**src/rtl/branch_predict_updater_pkg.sv**
```systemverilog
// Shared types and helpers for the branch-resolution update path.
// The optional BRANCH_PRED_STATS_EN macro adds resolve/mispredict counters to the top.
package branch_predict_updater_pkg;

  localparam int PHT_INDEX_W        = 10;
  localparam int BTB_INDEX_W        = 10;
  localparam int BTB_TAG_W          = 20;
  localparam int BTB_CONTENT_W      = 30;
  localparam int GLOBAL_HISTORY_W   = 6;
  localparam int UPDATE_QUEUE_DEPTH = 4;

  typedef logic [PHT_INDEX_W-1:0]      PHTIndex;
  typedef logic [BTB_INDEX_W-1:0]      BTBIndex;
  typedef logic [BTB_TAG_W-1:0]        BTBTag;
  typedef logic [BTB_CONTENT_W-1:0]    BTBContent;
  typedef logic [GLOBAL_HISTORY_W-1:0] GlobalBranchHistory;
  typedef logic [1:0]                  PHTCounter;

  localparam PHTCounter PHT_COUNTER_MAX = 2'd3;
  localparam PHTCounter PHT_COUNTER_MIN = 2'd0;

  typedef struct packed {
    PHTIndex     phtIndex;
    logic        isBranchTakenPredicted;
    logic        isNextPcPredicted;
    logic [31:0] predictedNextPC;
  } BranchPredict;

  typedef struct packed {
    BTBTag     tag;
    BTBContent content;
  } BTBEntry;

  typedef struct packed {
    logic [31:0] pc;
    logic        isConditional;
    logic        isTaken;
    logic [31:0] target;
    PHTIndex     phtIndex;
  } BranchResolve;

  function automatic BTBIndex ToBTB_Index(input logic [31:0] pc);
    return pc[BTB_INDEX_W+1:2];
  endfunction

  function automatic BTBTag ToBTB_Tag(input logic [31:0] pc);
    return pc[31:BTB_INDEX_W+2];
  endfunction

  function automatic BTBContent ToBTB_Content(input logic [31:0] target);
    return target[31:2];
  endfunction

  // 0 strong-NT, 1 weak-NT, 2 weak-T, 3 strong-T; saturates at both ends.
  function automatic PHTCounter NextPHTCounter(input PHTCounter cnt, input logic taken);
    if (taken)
      return (cnt == PHT_COUNTER_MAX) ? cnt : cnt + 2'd1;
    else
      return (cnt == PHT_COUNTER_MIN) ? cnt : cnt - 2'd1;
  endfunction

endpackage

```
**src/rtl/branch_update_queue.sv**
```systemverilog
// In-order FIFO of resolved-branch records; head is readable combinationally.
module branch_update_queue
  import branch_predict_updater_pkg::*;
#(
  parameter int DEPTH = UPDATE_QUEUE_DEPTH
) (
  input  logic         clk,
  input  logic         rstN,
  input  logic         push,
  input  BranchResolve push_data,
  input  logic         pop,
  output logic         full,
  output logic         empty,
  output BranchResolve head
);

  localparam int AW = $clog2(DEPTH);

  // Extra pointer MSB distinguishes full from empty when the indices match.
  logic [AW:0]  wr_ptr_reg;
  logic [AW:0]  rd_ptr_reg;
  BranchResolve mem_reg [DEPTH];

  assign empty = (wr_ptr_reg == rd_ptr_reg);
  assign full  = (wr_ptr_reg[AW] != rd_ptr_reg[AW]) &&
                 (wr_ptr_reg[AW-1:0] == rd_ptr_reg[AW-1:0]);
  assign head  = mem_reg[rd_ptr_reg[AW-1:0]];

  always_ff @(posedge clk) begin
    if (push && !full)
      mem_reg[wr_ptr_reg[AW-1:0]] <= push_data;
  end

  always_ff @(posedge clk or negedge rstN) begin
    if (!rstN) begin
      wr_ptr_reg <= '0;
      rd_ptr_reg <= '0;
    end else begin
      if (push && !full)
        wr_ptr_reg <= wr_ptr_reg + 1'b1;
      if (pop && !empty)
        rd_ptr_reg <= rd_ptr_reg + 1'b1;
    end
  end

endmodule

```
**src/rtl/branch_predict_updater.sv**
```systemverilog
// Writes resolved branch outcomes back into the PHT/BTB and keeps committed history.
// Define BRANCH_PRED_STATS_EN to add the statResolved/statMispredict counters.
module branch_predict_updater
  import branch_predict_updater_pkg::*;
#(
  parameter int QUEUE_DEPTH = UPDATE_QUEUE_DEPTH
) (
  input  logic               clk,
  input  logic               rstN,
  input  logic               resolveValid,
  output logic               resolveReady,
  input  logic [31:0]        resolvePC,
  input  logic               resolveIsConditional,
  input  logic               resolveIsTaken,
  input  logic [31:0]        resolveTarget,
  input  BranchPredict       resolvePredict,
  output PHTIndex            phtReadIndex,
  input  PHTCounter          phtReadData,
  output logic               phtWe,
  output PHTIndex            phtWriteIndex,
  output PHTCounter          phtWriteData,
  output logic               btbWe,
  output BTBIndex            btbWriteIndex,
  output BTBEntry            btbWriteEntry,
  output logic               historyRestore,
  output GlobalBranchHistory committedHistory
`ifdef BRANCH_PRED_STATS_EN
  ,
  output logic [31:0]        statResolved,
  output logic [31:0]        statMispredict
`endif
);

  logic               accept;
  logic               mispredict;
  logic               q_full;
  logic               q_empty;
  BranchResolve       push_rec;
  BranchResolve       head_rec;

  logic               s1_valid_reg;
  BranchResolve       s1_rec_reg;
  logic               fwd_valid_reg;
  PHTCounter          fwd_data_reg;
  PHTCounter          base_counter;
  PHTCounter          new_counter;
  logic               pht_we;
  logic               btb_we;
  logic               fwd_next;

  GlobalBranchHistory history_reg;
  logic               restore_reg;

  assign resolveReady = rstN && !q_full;
  assign accept       = resolveValid && resolveReady;

  assign push_rec = '{pc:            resolvePC,
                      isConditional: resolveIsConditional,
                      isTaken:       resolveIsTaken,
                      target:        resolveTarget,
                      phtIndex:      resolvePredict.phtIndex};

  assign mispredict =
      (resolveIsTaken != resolvePredict.isBranchTakenPredicted) ||
      (resolveIsTaken && (!resolvePredict.isNextPcPredicted ||
                          resolvePredict.predictedNextPC != resolveTarget));

  branch_update_queue #(.DEPTH(QUEUE_DEPTH)) u_queue (
    .clk       (clk),
    .rstN      (rstN),
    .push      (accept),
    .push_data (push_rec),
    .pop       (!q_empty),
    .full      (q_full),
    .empty     (q_empty),
    .head      (head_rec)
  );

  always_ff @(posedge clk or negedge rstN) begin
    if (!rstN) begin
      history_reg <= '0;
      restore_reg <= 1'b0;
    end else begin
      restore_reg <= accept && mispredict;
      if (accept && resolveIsConditional)
        history_reg <= {history_reg[GLOBAL_HISTORY_W-2:0], resolveIsTaken};
    end
  end

  // The RAM returns stale data when S1 writes the index being read, so the
  // freshly computed counter is carried into the next S1 instead.
  assign base_counter = fwd_valid_reg ? fwd_data_reg : phtReadData;
  assign new_counter  = NextPHTCounter(base_counter, s1_rec_reg.isTaken);
  assign pht_we       = s1_valid_reg && s1_rec_reg.isConditional;
  assign btb_we       = s1_valid_reg && s1_rec_reg.isTaken;
  assign fwd_next     = !q_empty && pht_we && (s1_rec_reg.phtIndex == head_rec.phtIndex);

  always_ff @(posedge clk or negedge rstN) begin
    if (!rstN) begin
      s1_valid_reg  <= 1'b0;
      s1_rec_reg    <= '0;
      fwd_valid_reg <= 1'b0;
      fwd_data_reg  <= '0;
    end else begin
      s1_valid_reg  <= !q_empty;
      fwd_valid_reg <= fwd_next;
      fwd_data_reg  <= new_counter;
      if (!q_empty)
        s1_rec_reg <= head_rec;
    end
  end

  assign phtReadIndex     = q_empty ? '0 : head_rec.phtIndex;
  assign phtWe            = pht_we;
  assign phtWriteIndex    = pht_we ? s1_rec_reg.phtIndex : '0;
  assign phtWriteData     = pht_we ? new_counter : '0;
  assign btbWe            = btb_we;
  assign btbWriteIndex    = btb_we ? ToBTB_Index(s1_rec_reg.pc) : '0;
  assign btbWriteEntry    = btb_we ? BTBEntry'{tag:     ToBTB_Tag(s1_rec_reg.pc),
                                               content: ToBTB_Content(s1_rec_reg.target)}
                                   : '0;
  assign historyRestore   = restore_reg;
  assign committedHistory = history_reg;

`ifdef BRANCH_PRED_STATS_EN
  logic [31:0] stat_resolved_reg;
  logic [31:0] stat_mispredict_reg;

  always_ff @(posedge clk or negedge rstN) begin
    if (!rstN) begin
      stat_resolved_reg   <= '0;
      stat_mispredict_reg <= '0;
    end else if (accept) begin
      stat_resolved_reg <= stat_resolved_reg + 32'd1;
      if (mispredict)
        stat_mispredict_reg <= stat_mispredict_reg + 32'd1;
    end
  end

  assign statResolved   = stat_resolved_reg;
  assign statMispredict = stat_mispredict_reg;
`endif

endmodule

```
**config.mk**
```make
export PLATFORM = sky130hd
export DESIGN_NAME = branch_predict_updater
export DESIGN_NICKNAME = d
export VERILOG_FILES = /design/src/rtl/branch_predict_updater_pkg.sv /design/src/rtl/branch_update_queue.sv /design/src/rtl/branch_predict_updater.sv
export SDC_FILE = /design/constraint.sdc
export NUM_CORES = 1
export LEC_CHECK = 0
export CAP_MARGIN = 40
export CELL_PAD_IN_SITES_DETAIL_PLACEMENT = 0
export CELL_PAD_IN_SITES_GLOBAL_PLACEMENT = 1
export CORE_MARGIN = 5
export CORE_UTILIZATION = 42
export CTS_CLUSTER_DIAMETER = 50
export DETAILED_ROUTE_END_ITERATION = 10
export PLACE_DENSITY = 0.74
export RECOVER_POWER = 50
export SLEW_MARGIN = 20
export SYNTH_ARGS = -nofsm -noshare
export SYNTH_HDL_FRONTEND = slang
export SYNTH_SLANG_ARGS = --single-unit
export TNS_END_PERCENT = 100
```
**constraint.sdc**
```tcl
create_clock -name clk -period 3.25 [get_ports clk]
set_input_delay 0.65 -clock clk [delete_from_list [all_inputs] [get_ports clk]]
set_output_delay 0.65 -clock clk [all_outputs]
set_load 0.01 [all_outputs]
```
# ---- After elaboration in Yosys (flattened, before gate mapping)
# Memories as Yosys holds them, arrays and structs flattened.
# Cells that the tools add are included.
dict set report word_totals {
  regBits 93
  latch_bits 0
  mem_bits_rw 304
  romBits 0
  inputBits 115
  out_inout_bits 92
  elab_cells 52
  memories 1
}
# memory words word_bits read_ports rd_clocked_by_memory_dff wr line
set memory_table {}
lappend memory_table {u_queue.mem_reg 4 76 1 0 1 branch_update_queue.sv:22} ;# BranchResolve mem_reg [DEPTH];
dict set report op_classes {
  addsub 4
  n_mul 0
  div 0
  n_lt_le_gt_ge 0
  n_eq_ne 7
  shifts 0
  mux 11
  bitwise 0
  n_reduce_logical 17
}
# op n
set op_table {}
lappend op_table {{two-way mux 50 bit} 1}
lappend op_table {{inequality test 32 bit} 1}
lappend op_table {{two-way mux 10 bit} 3}
lappend op_table {{logical AND 1 bit} 11}
lappend op_table {{equality test 10 bit} 1}
lappend op_table {{two-way mux 2 bit} 5}
lappend op_table {{adder 3 x 1 -> 3 bit (second input constant)} 2}
lappend op_table {{equality test 3 bit} 1}
lappend op_table {{logical NOT 1 bit} 3}
lappend op_table {{adder 2 x 1 -> 2 bit (second input constant)} 1}
lappend op_table {{equality test 2 bit} 1}
lappend op_table {{equality test 2 bit (second input constant)} 1}
lappend op_table {{logical NOT 2 bit} 1}
lappend op_table {{logical OR 1 bit} 2}
lappend op_table {{two-way mux 1 bit} 2}
lappend op_table {{inequality test 1 bit} 2}
lappend op_table {{subtractor 2 x 1 -> 2 bit (second input constant)} 1}

# ---- Longest topological paths before layout
# Gate-level depths: netlist (run 1).
dict set report logic_depth {
  word_depth 8
  depth_mapped 9
  depth_no_buf 6
}

# ---- By module
# Synthesis (run 1) repeated with hierarchy kept, for this count alone.
dict set report unflattened {
  cells_unflattened 790
  hier_area_um2 15558.7
}
# module instances cells_each area_per_inst_um2 seq_area_each_um2
set by_module_without_submodules {}
lappend by_module_without_submodules {branch_update_queue 1 446 11451.0 9278.9}
lappend by_module_without_submodules {branch_predict_updater 1 344 4107.7 2077.0}

# ---- Worst setup path before layout (run 1)
# OpenSTA, ideal clock, no wires.
dict set report synth_timing {
  path_kind {register to register}
  from {register u_queue.rd_ptr_reg[0]}
  to {memory u_queue.mem_reg[3][0] (netlist name) (enable)}
  setup_ps 439
  arrival_ps 2789
  required_ps 2811
  path_slack_ps 22
  stages_incl_launch_ff 7
  n_path_buf 2
  synth_period_minus_slack_ps 3228
  cell_sequence {dfrtp_1 buf_4 xnor2_2 nand3_1 and3_1 buf_4 and2_1}
}
dict set report synth_via {
  elab_chain_cells 8
}
# element line
set synth_rtl {}
lappend synth_rtl {{from (decl)} branch_update_queue.sv:21} ;# logic [AW:0] rd_ptr_reg;
lappend synth_rtl {{from (signal assigned)} branch_update_queue.sv:42} ;# rd_ptr_reg <= rd_ptr_reg + 1'b1;
lappend synth_rtl {{equality test 2 bit *} branch_update_queue.sv:26} ;# (wr_ptr_reg[AW-1:0] == rd_ptr_reg[AW-1:0]);
lappend synth_rtl {{logical AND 1 bit *} branch_update_queue.sv:25} ;# assign full = (wr_ptr_reg[AW] != rd_ptr_reg[AW]) &&
lappend synth_rtl {{logical NOT 1 bit *} {branch_update_queue.sv:30, branch_predict_updater.sv:54}}
lappend synth_rtl {{logical AND 1 bit} branch_predict_updater.sv:54} ;# assign resolveReady = rstN && !q_full;
lappend synth_rtl {{logical AND 1 bit} branch_predict_updater.sv:55} ;# assign accept = resolveValid && resolveReady;
lappend synth_rtl {{logical AND 1 bit *} branch_update_queue.sv:30} ;# if (push && !full)
lappend synth_rtl {{two-way mux 1 bit *} branch_update_queue.sv:30}
lappend synth_rtl {{two-way mux 1 bit (implied by the code) *} branch_update_queue.sv:31} ;# mem_reg[wr_ptr_reg[AW-1:0]] <= push_data;
lappend synth_rtl {{to (decl)} branch_update_queue.sv:22}
# Every way passes the cells marked *; elsewhere a longest branch is shown, timed or not.

# ---- Final worst setup path (run 1)
dict set report layout_timing {
  from {register u_queue.rd_ptr_reg[1]}
  to {output phtReadIndex[4]}
}
dict set report layout_via {
  elab_chain_cells 2
  elab_cells_between_ends 3
  cone_classes {1 x eq/ne; 1 x mux; 1 x memory}
}
# element line
set layout_rtl {}
lappend layout_rtl {{memory (4 x 76 bit) or equality test 3 bit (tied branches)} --}
lappend layout_rtl {{two-way mux 10 bit *} branch_predict_updater.sv:113} ;# assign phtReadIndex = q_empty ? '0 : head_rec.phtIndex;
lappend layout_rtl {{to (decl)} branch_predict_updater.sv:17} ;# output PHTIndex phtReadIndex,
# Marked as above.

==> results.py, run 1 <==
metrics = {
    "timing": {
        "rsz0062_at_grt": "false",
        "min_period_over_period": 0.958,
        "final_hold_viol_count": 0,
        "fmax_mhz": 321,
        "post-route-min-period_ns": 3.11,
        "setup_violations": 0,
        "slew_headroom": -0.0704,
        "worstMarginPinSlew_ns": 1.61,
        "final_max_slew_viol_count": 57,
        "worst_slack_ns": 0.136,
        "tns_ns": 0,
        "clock_skew_ns": 0.0166,
    },
    "clocking": {
        "cts.path.max_buffers": 3,
        "root_buffer": "clkbuf_16",
        "ctsHtreeMaxLevel": 2,
        "clkSlewWorstSetupHoldPaths_ns": 0.06,
        "insertion_delay_ns": 0.53,
        "cts_made_buffers": 44,
        "cts_sinks": 377,
        "cts_tree": "yes",
    },
    "floorplan": {
        "core_area_um2": 35400,
        "io_pins": 207,
        "rows": 69,
        "die_w_um": 199,
        "initial_core_util": 0.424,
        "die_y_um": 199,
        "die-area_um2": 39600,
    },
    "detailed_routing": {
        "vias": 8432,
        "viasPerCell": 5.14,
        "drt-wirelength-per-cell_um": 21.2,
        "drcViolationCount": 0,
        "drt_pass1_iterations": 5,
        "drt-total-wl_um": 34700,
        "drt-initial-drc-count": 421,
        "drtAntennaViolNets": 0,
    },
    "placement": {
        "io_buffers": 204,
        "placed_area_um2": 17700,
        "place_ws_ns": 0.401,
        "place_congestion": 0.740,
        "dpl.hpwl_um": 21000,
        "dpl.cell_count": 1546,
    },
    "setup_path": {
        "crit_family": "buffers and inverters",
        "path_depth": 6,
        "worst_setup_path_start_kind": "flop",
        "path_class": "flop to output pin",
        "cp-end-kind": "output pin",
        "worst_ep_arrival_time_ns": 2.46,
        "cp_cell_sequence": "xnor2_1 -> nand2_1 -> nor2_4 -> clkinv_4 -> and2_0 -> clkdlybuf4s50_1",
        "required_ns": 2.60,
        "critPathBufInv": 2,
        "r2r_start": "u_queue.rd_ptr_reg[0]$_DFFE_PN0N_",
        "slowest_stage": "dfrtp_4",
        "critPathMaxStageDelay_ns": 0.58,
        "reg2reg_to": "u_queue.mem_reg[3][39]$_DFFE_PP_",
        "ff2ff_path_depth": 5,
        "rrSetupSlack_ns": 0.33,
        "crit_fanout": 19,
    },
    "outcome": {
        "violations": "max-capacitance violations, max-slew violations",
        "status": "finished, violations left",
    },
    "synthesis": {
        "syn_area_um2": 15000,
        "synth_compound_area_frac": 0.00908,
        "synth_simple_gate_area_share": 0.0977,
        "yosysSeqAreaShare": 0.724,
        "synth-xor-area-share": 0.0308,
        "synth_fa_ha_area_frac": 0.00417,
        "ys.flop_type": "edfxtp_1",
        "async_flop_share": 0.236,
        "synth_top_family_by_area": "multiplexers",
        "synth_edf_count": 288,
        "synth_nets": 1027,
        "synthDistinctLibCells": 37,
        "avgSynthCellArea_um2": 16.6,
        "ys_warn_count": 0,
        "synth_seq_cells": 377,
        "synth.area.mux_share": 0.115,
        "netlist_instances": 907,
    },
    "grt": {
        "grt_overflow": 0,
        "grt_max_degree": 57,
        "grt_pass1_wl_um": 52700,
        "antenna_found_initial": 3,
        "first_global_vias": 8780,
        "grt_usage": 0.175,
    },
    "layout": {
        "largest_reg_flops": 288,
        "drive_above_1_share": 0.157,
        "layout_commonest_cell": "edfxtp_1",
        "final_area_um2": 19200,
        "area_growth_pct": 28.0,
        "layout_common_cells": "edfxtp_1 (288), nand2_1 (200), clkdlybuf4s50_1 (124)",
        "num-fill-cells": 2936,
        "nNetsFinal": 1263,
        "layout.cells.non_filler": 1640,
    },
    "hold_path": {
        "min_path_cells": 2,
        "hold_path_end": "s1_rec_reg[65]$_DFFE_PN0N_",
        "hold_path_class": "flop to flop",
        "hold_path.startpoint": "s1_rec_reg[65]$_DFFE_PN0N_",
    },
    "pwr": {
        "ir_drop_uv": 653,
        "power_density_nw_per_um2": 952,
        "total_power_uw": 18300,
        "total_leakage_power_uw": 0.00724,
    },
    "run": {
        "maxCapViolations": 1,
    },
}
## Yosys cell counts (5+ instances only)
library cell  instances  share of area
dfrtp_1              89           0.15
nand2_1             199          0.050
mux2_4                6         0.0060
buf_2                21         0.0070
nor2_1                5         0.0012
edfxtp_1            288           0.58
and3_1               74          0.031
a21o_1               10         0.0050
nand4_1               6         0.0025
xor2_1               23          0.013
and2_1               14         0.0058
buf_4                 8         0.0040
xnor2_1              28          0.016
ha_1                  5         0.0042
clkbuf_1             18         0.0045
mux4_2               67           0.10
mux2i_1               9         0.0060
## worst max path at each step
stage	startpoint	end
2_1_floorplan	u_queue.rd_ptr_reg[0]$_DFFE_PN0N_	u_queue.mem_reg[3][0]$_DFFE_PP_
3_3_place_gp	phtReadData[1]	phtWriteData[0]
3_5_place_dp	phtReadData[1]	phtWriteData[0]
4_1_cts	u_queue.rd_ptr_reg[1]$_DFFE_PN0N_	phtReadIndex[3]
5_1_grt	u_queue.rd_ptr_reg[1]$_DFFE_PN0N_	phtReadIndex[2]
6_report	u_queue.rd_ptr_reg[1]$_DFFE_PN0N_	phtReadIndex[4]
## routing by layer
metal / wire, um / track usage / vias up
met2: 16700 / 0.282 / 239
met3: 2390 / 0.0401 / 55
li1: - / - / 3851
met4: 698 / 0.0443 / 2
met5: 12 / 0 / -
met1: 14900 / 0.243 / 4285
## logic make-up after synthesis
kind of cell / after synthesis
adders and majority gates: 5
AOI/OAI and AO/OA: 20
xor gates and xnor gates: 52
and+or+nand+nor: 314
DFF: 377
muxes: 85
buffers and inverters: 54
## timing repair
action,CTS,global route
hold buffers,1,0
pin swaps,0,0
setup endpoints to repair,8,6
setup buffers,0,10
hold endpoints to repair,2,0
resized for setup,1,1
## worst register-to-register path: stages (launching register included)
cell     delay [ns]
dfrtp_4        0.59
xnor2_2        0.18
nand3_1        0.13
and3_1         0.32
and2_1         1.06
buf_12         0.33
## area by class of cell
type,count,area [um^2],share of cell area
clock inverter,21,234,0.0122
multi-input combinational,476,3830,0.199
inverter,3,16.3,0.000846
antenna,2,5.00,0.000260
timing repair buffer,241,2430,0.126
clock buffer,59,1240,0.0644
sequential,377,10900,0.566
tap,461,577,0.0300
## where the power goes
group	total [uW]	internal, uW	switching [uW]
logic	6540	3220	3320
registers	6840	6290	551
clock network	4920	3010	1910
## per-stage QoR
| step | util | hold slack (ns) |
|---|---|---|
| 2_1_floorplan | - | 0.354 |
| 3_3_place_gp | 0.500 | 0.442 |
| 3_5_place_dp | 0.500 | 0.448 |
| 4_1_cts | 0.542 | 0.454 |
| 5_1_grt | 0.543 | 0.473 |
| 6_report | 0.543 | 0.455 |
Note: power is estimated with default switching activity, not from simulation.
==> run 2: changes to the inputs <==
--- a/config.mk
+++ b/config.mk
@@ -14,6 +14,7 @@
 export DETAILED_ROUTE_END_ITERATION = 10
 export PLACE_DENSITY = 0.74
 export RECOVER_POWER = 50
+export SKIP_LAST_GASP = 1
 export SLEW_MARGIN = 20
 export SYNTH_ARGS = -nofsm -noshare
 export SYNTH_HDL_FRONTEND = slang
==> results of run 2 <==
Final layout, timing and power as in run 1 (identical DEF).
==> run 3: changes to the inputs <==
--- a/config.mk
+++ b/config.mk
@@ -10,7 +10,6 @@
 export CELL_PAD_IN_SITES_GLOBAL_PLACEMENT = 1
 export CORE_MARGIN = 5
 export CORE_UTILIZATION = 42
-export CTS_CLUSTER_DIAMETER = 50
 export DETAILED_ROUTE_END_ITERATION = 10
 export PLACE_DENSITY = 0.74
 export RECOVER_POWER = 50
@@ -19,4 +18,4 @@
 export SYNTH_ARGS = -nofsm -noshare
 export SYNTH_HDL_FRONTEND = slang
 export SYNTH_SLANG_ARGS = --single-unit
-export TNS_END_PERCENT = 100
+export TNS_END_PERCENT = 30
==> constraint.sdc (replaced) <==
create_clock -name clk -period 3.25 [get_ports clk]
set_input_delay 0.65 -clock clk [delete_from_list [all_inputs] [get_ports clk]]
set_output_delay 0.65 -clock clk [all_outputs]
set_load 0.1 [all_outputs]
==> results.py, run 3 (synthesized netlist as in run 1, its figures left out) <==
metrics = {
    "floorplan": {
        "io_pins": 207,
        "initial_core_util": 0.424,
        "core_area_um2": 35400,
        "die_w_um": 199,
        "rows": 69,
        "die_y_um": 199,
        "die-area_um2": 39600,
    },
    "placement": {
        "dpl.cell_count": 1548,
        "io_buffers": 204,
        "place_congestion": 0.720,
        "placed_area_um2": 17600,
        "dpl.hpwl_um": 21300,
    },
    "clocking": {
        "insertion_delay_ns": 0.51,
        "cts_sinks": 377,
        "cts_made_buffers": 40,
        "cts_setup_buffers": 0,
        "cts-resized-gates": 0,
        "root_buffer": "clkbuf_16",
        "postCtsHoldBufs": 1,
        "cts_tree": "yes",
        "clkSlewWorstSetupHoldPaths_ns": 0.06,
        "ctsHtreeMaxLevel": 2,
        "cts.path.max_buffers": 3,
    },
    "timing": {
        "rsz0062_at_grt": "false",
        "worstMarginPinSlew_ns": 1.31,
        "slew_headroom": 0.125,
        "fmax_mhz": 329,
        "post-route-min-period_ns": 3.04,
        "final_hold_viol_count": 0,
        "tns_ns": 0,
        "final_max_slew_viol_count": 0,
        "setup_violations": 0,
        "clock_skew_ns": 0.0181,
        "min_period_over_period": 0.935,
    },
    "layout": {
        "layout.cells.non_filler": 1621,
        "antenna_cells": 0,
        "drive_above_1_share": 0.215,
        "largest_reg_flops": 288,
        "multi_input_area_um2": 3830,
        "num-fill-cells": 2983,
        "layout_commonest_cell": "edfxtp_1",
        "nNetsFinal": 1250,
        "final_area_um2": 18800,
        "area_growth_pct": 25.2,
        "seqCellArea_um2": 10900,
        "finish.utilization": 0.531,
        "layout_common_cells": "edfxtp_1 (288), nand2_1 (200), buf_4 (89)",
    },
    "hold_path": {
        "min_path_cells": 2,
        "hold_path.startpoint": "s1_rec_reg[38]$_DFFE_PN0N_",
        "hold_path_class": "flop to flop",
        "hold_path_end": "s1_rec_reg[38]$_DFFE_PN0N_",
    },
    "outcome": {
        "status": "finished, final reports clean",
    },
    "run": {
        "maxCapViolations": 0,
    },
    "setup_path": {
        "r2r_start": "u_queue.rd_ptr_reg[1]$_DFFE_PN0N_",
        "worst_ep_arrival_time_ns": 2.39,
        "ff2ff_path_depth": 5,
        "cp_cell_sequence": "xnor2_1 -> nand2_1 -> nor2_4 -> clkinv_2 -> and2_1 -> buf_12",
        "worst_setup_path_start_kind": "flop",
        "rrSetupSlack_ns": 0.27,
        "cp-end-kind": "output pin",
        "slowest_stage": "dfrtp_4",
        "reg2reg_to": "u_queue.mem_reg[3][3]$_DFFE_PP_",
        "critPathMaxStageDelay_ns": 0.64,
        "path_class": "flop to output pin",
        "crit_fanout": 21,
        "required_ns": 2.60,
    },
    "detailed_routing": {
        "vias": 8323,
        "drt-wirelength-per-cell_um": 20.9,
        "drt-total-wl_um": 33900,
        "viasPerCell": 5.13,
        "drcViolationCount": 0,
        "drt-initial-drc-count": 372,
        "drtAntennaViolNets": 0,
        "drt_pass1_iterations": 4,
    },
    "grt": {
        "antenna_found_initial": 3,
        "grt_pass1_wl_um": 52400,
        "first_global_vias": 8982,
        "grt_usage": 0.173,
        "grt_max_degree": 58,
        "grt_overflow": 0,
    },
}
==> run 3: area by class of cell <==
type	instances	area share
well taps	461	0.0307
inverters	3	0.000665
repair buffers	232	0.120
clock inverters	13	0.00339
clock buffers	59	0.0624
multi-input cells	476	0.204
flip-flops and latches	377	0.579
==> run 3: worst max path at each step <==
| stage | from | end | slack, ns | cells after the start |
|---|---|---|---|---|
| 2_1_floorplan | u_queue.rd_ptr_reg[0]$_DFFE_PN0N_ | u_queue.mem_reg[3][0]$_DFFE_PP_ | 0.02 | 6 |
| 4_1_cts | u_queue.rd_ptr_reg[1]$_DFFE_PN0N_ | phtReadIndex[0] | 0.12 | 6 |
| 5_1_grt | u_queue.rd_ptr_reg[1]$_DFFE_PN0N_ | phtReadIndex[4] | 0.02 | 6 |
| 3_3_place_gp | resolveValid | u_queue.mem_reg[3][7]$_DFFE_PP_ | 0.64 | 4 |
| 3_5_place_dp | phtReadData[1] | phtWriteData[0] | 0.62 | 5 |
| 6_report | u_queue.rd_ptr_reg[1]$_DFFE_PN0N_ | phtReadIndex[7] | 0.21 | 6 |
==> run 3: layer usage <==
metal | vias to the layer above | wire length [um] | global-route usage
met1 | 4215 | 14200 | 0.232
met4 | 2 | 607 | 0.0362
li1 | 3821 | - | -
met5 | - | 8 | 0
met3 | 49 | 2430 | 0.0401
met2 | 236 | 16600 | 0.293
==> run 3: critical path: cells and delay by family, from the launching register on <==
| family | cells | cell delay, ns |
|---|---|---|
| XOR/XNOR | 1 | 0.25 |
| buffers and inverters | 2 | 0.45 |
| flip-flops | 1 | 0.64 |
| AND/OR/NAND/NOR | 3 | 0.54 |
==> run 3: through the flow <==
step	worst slack (ns)	hold WS (ns)
finish	0.211	0.459
global route	0.0230	0.479
CTS	0.119	0.464
detailed placement	0.615	0.450
global placement	0.644	0.441
floorplan	0.0216	0.354
Power of run 3 is not shown: default switching activity piles up to over one toggle a cycle in this logic, so the estimate is an artifact.
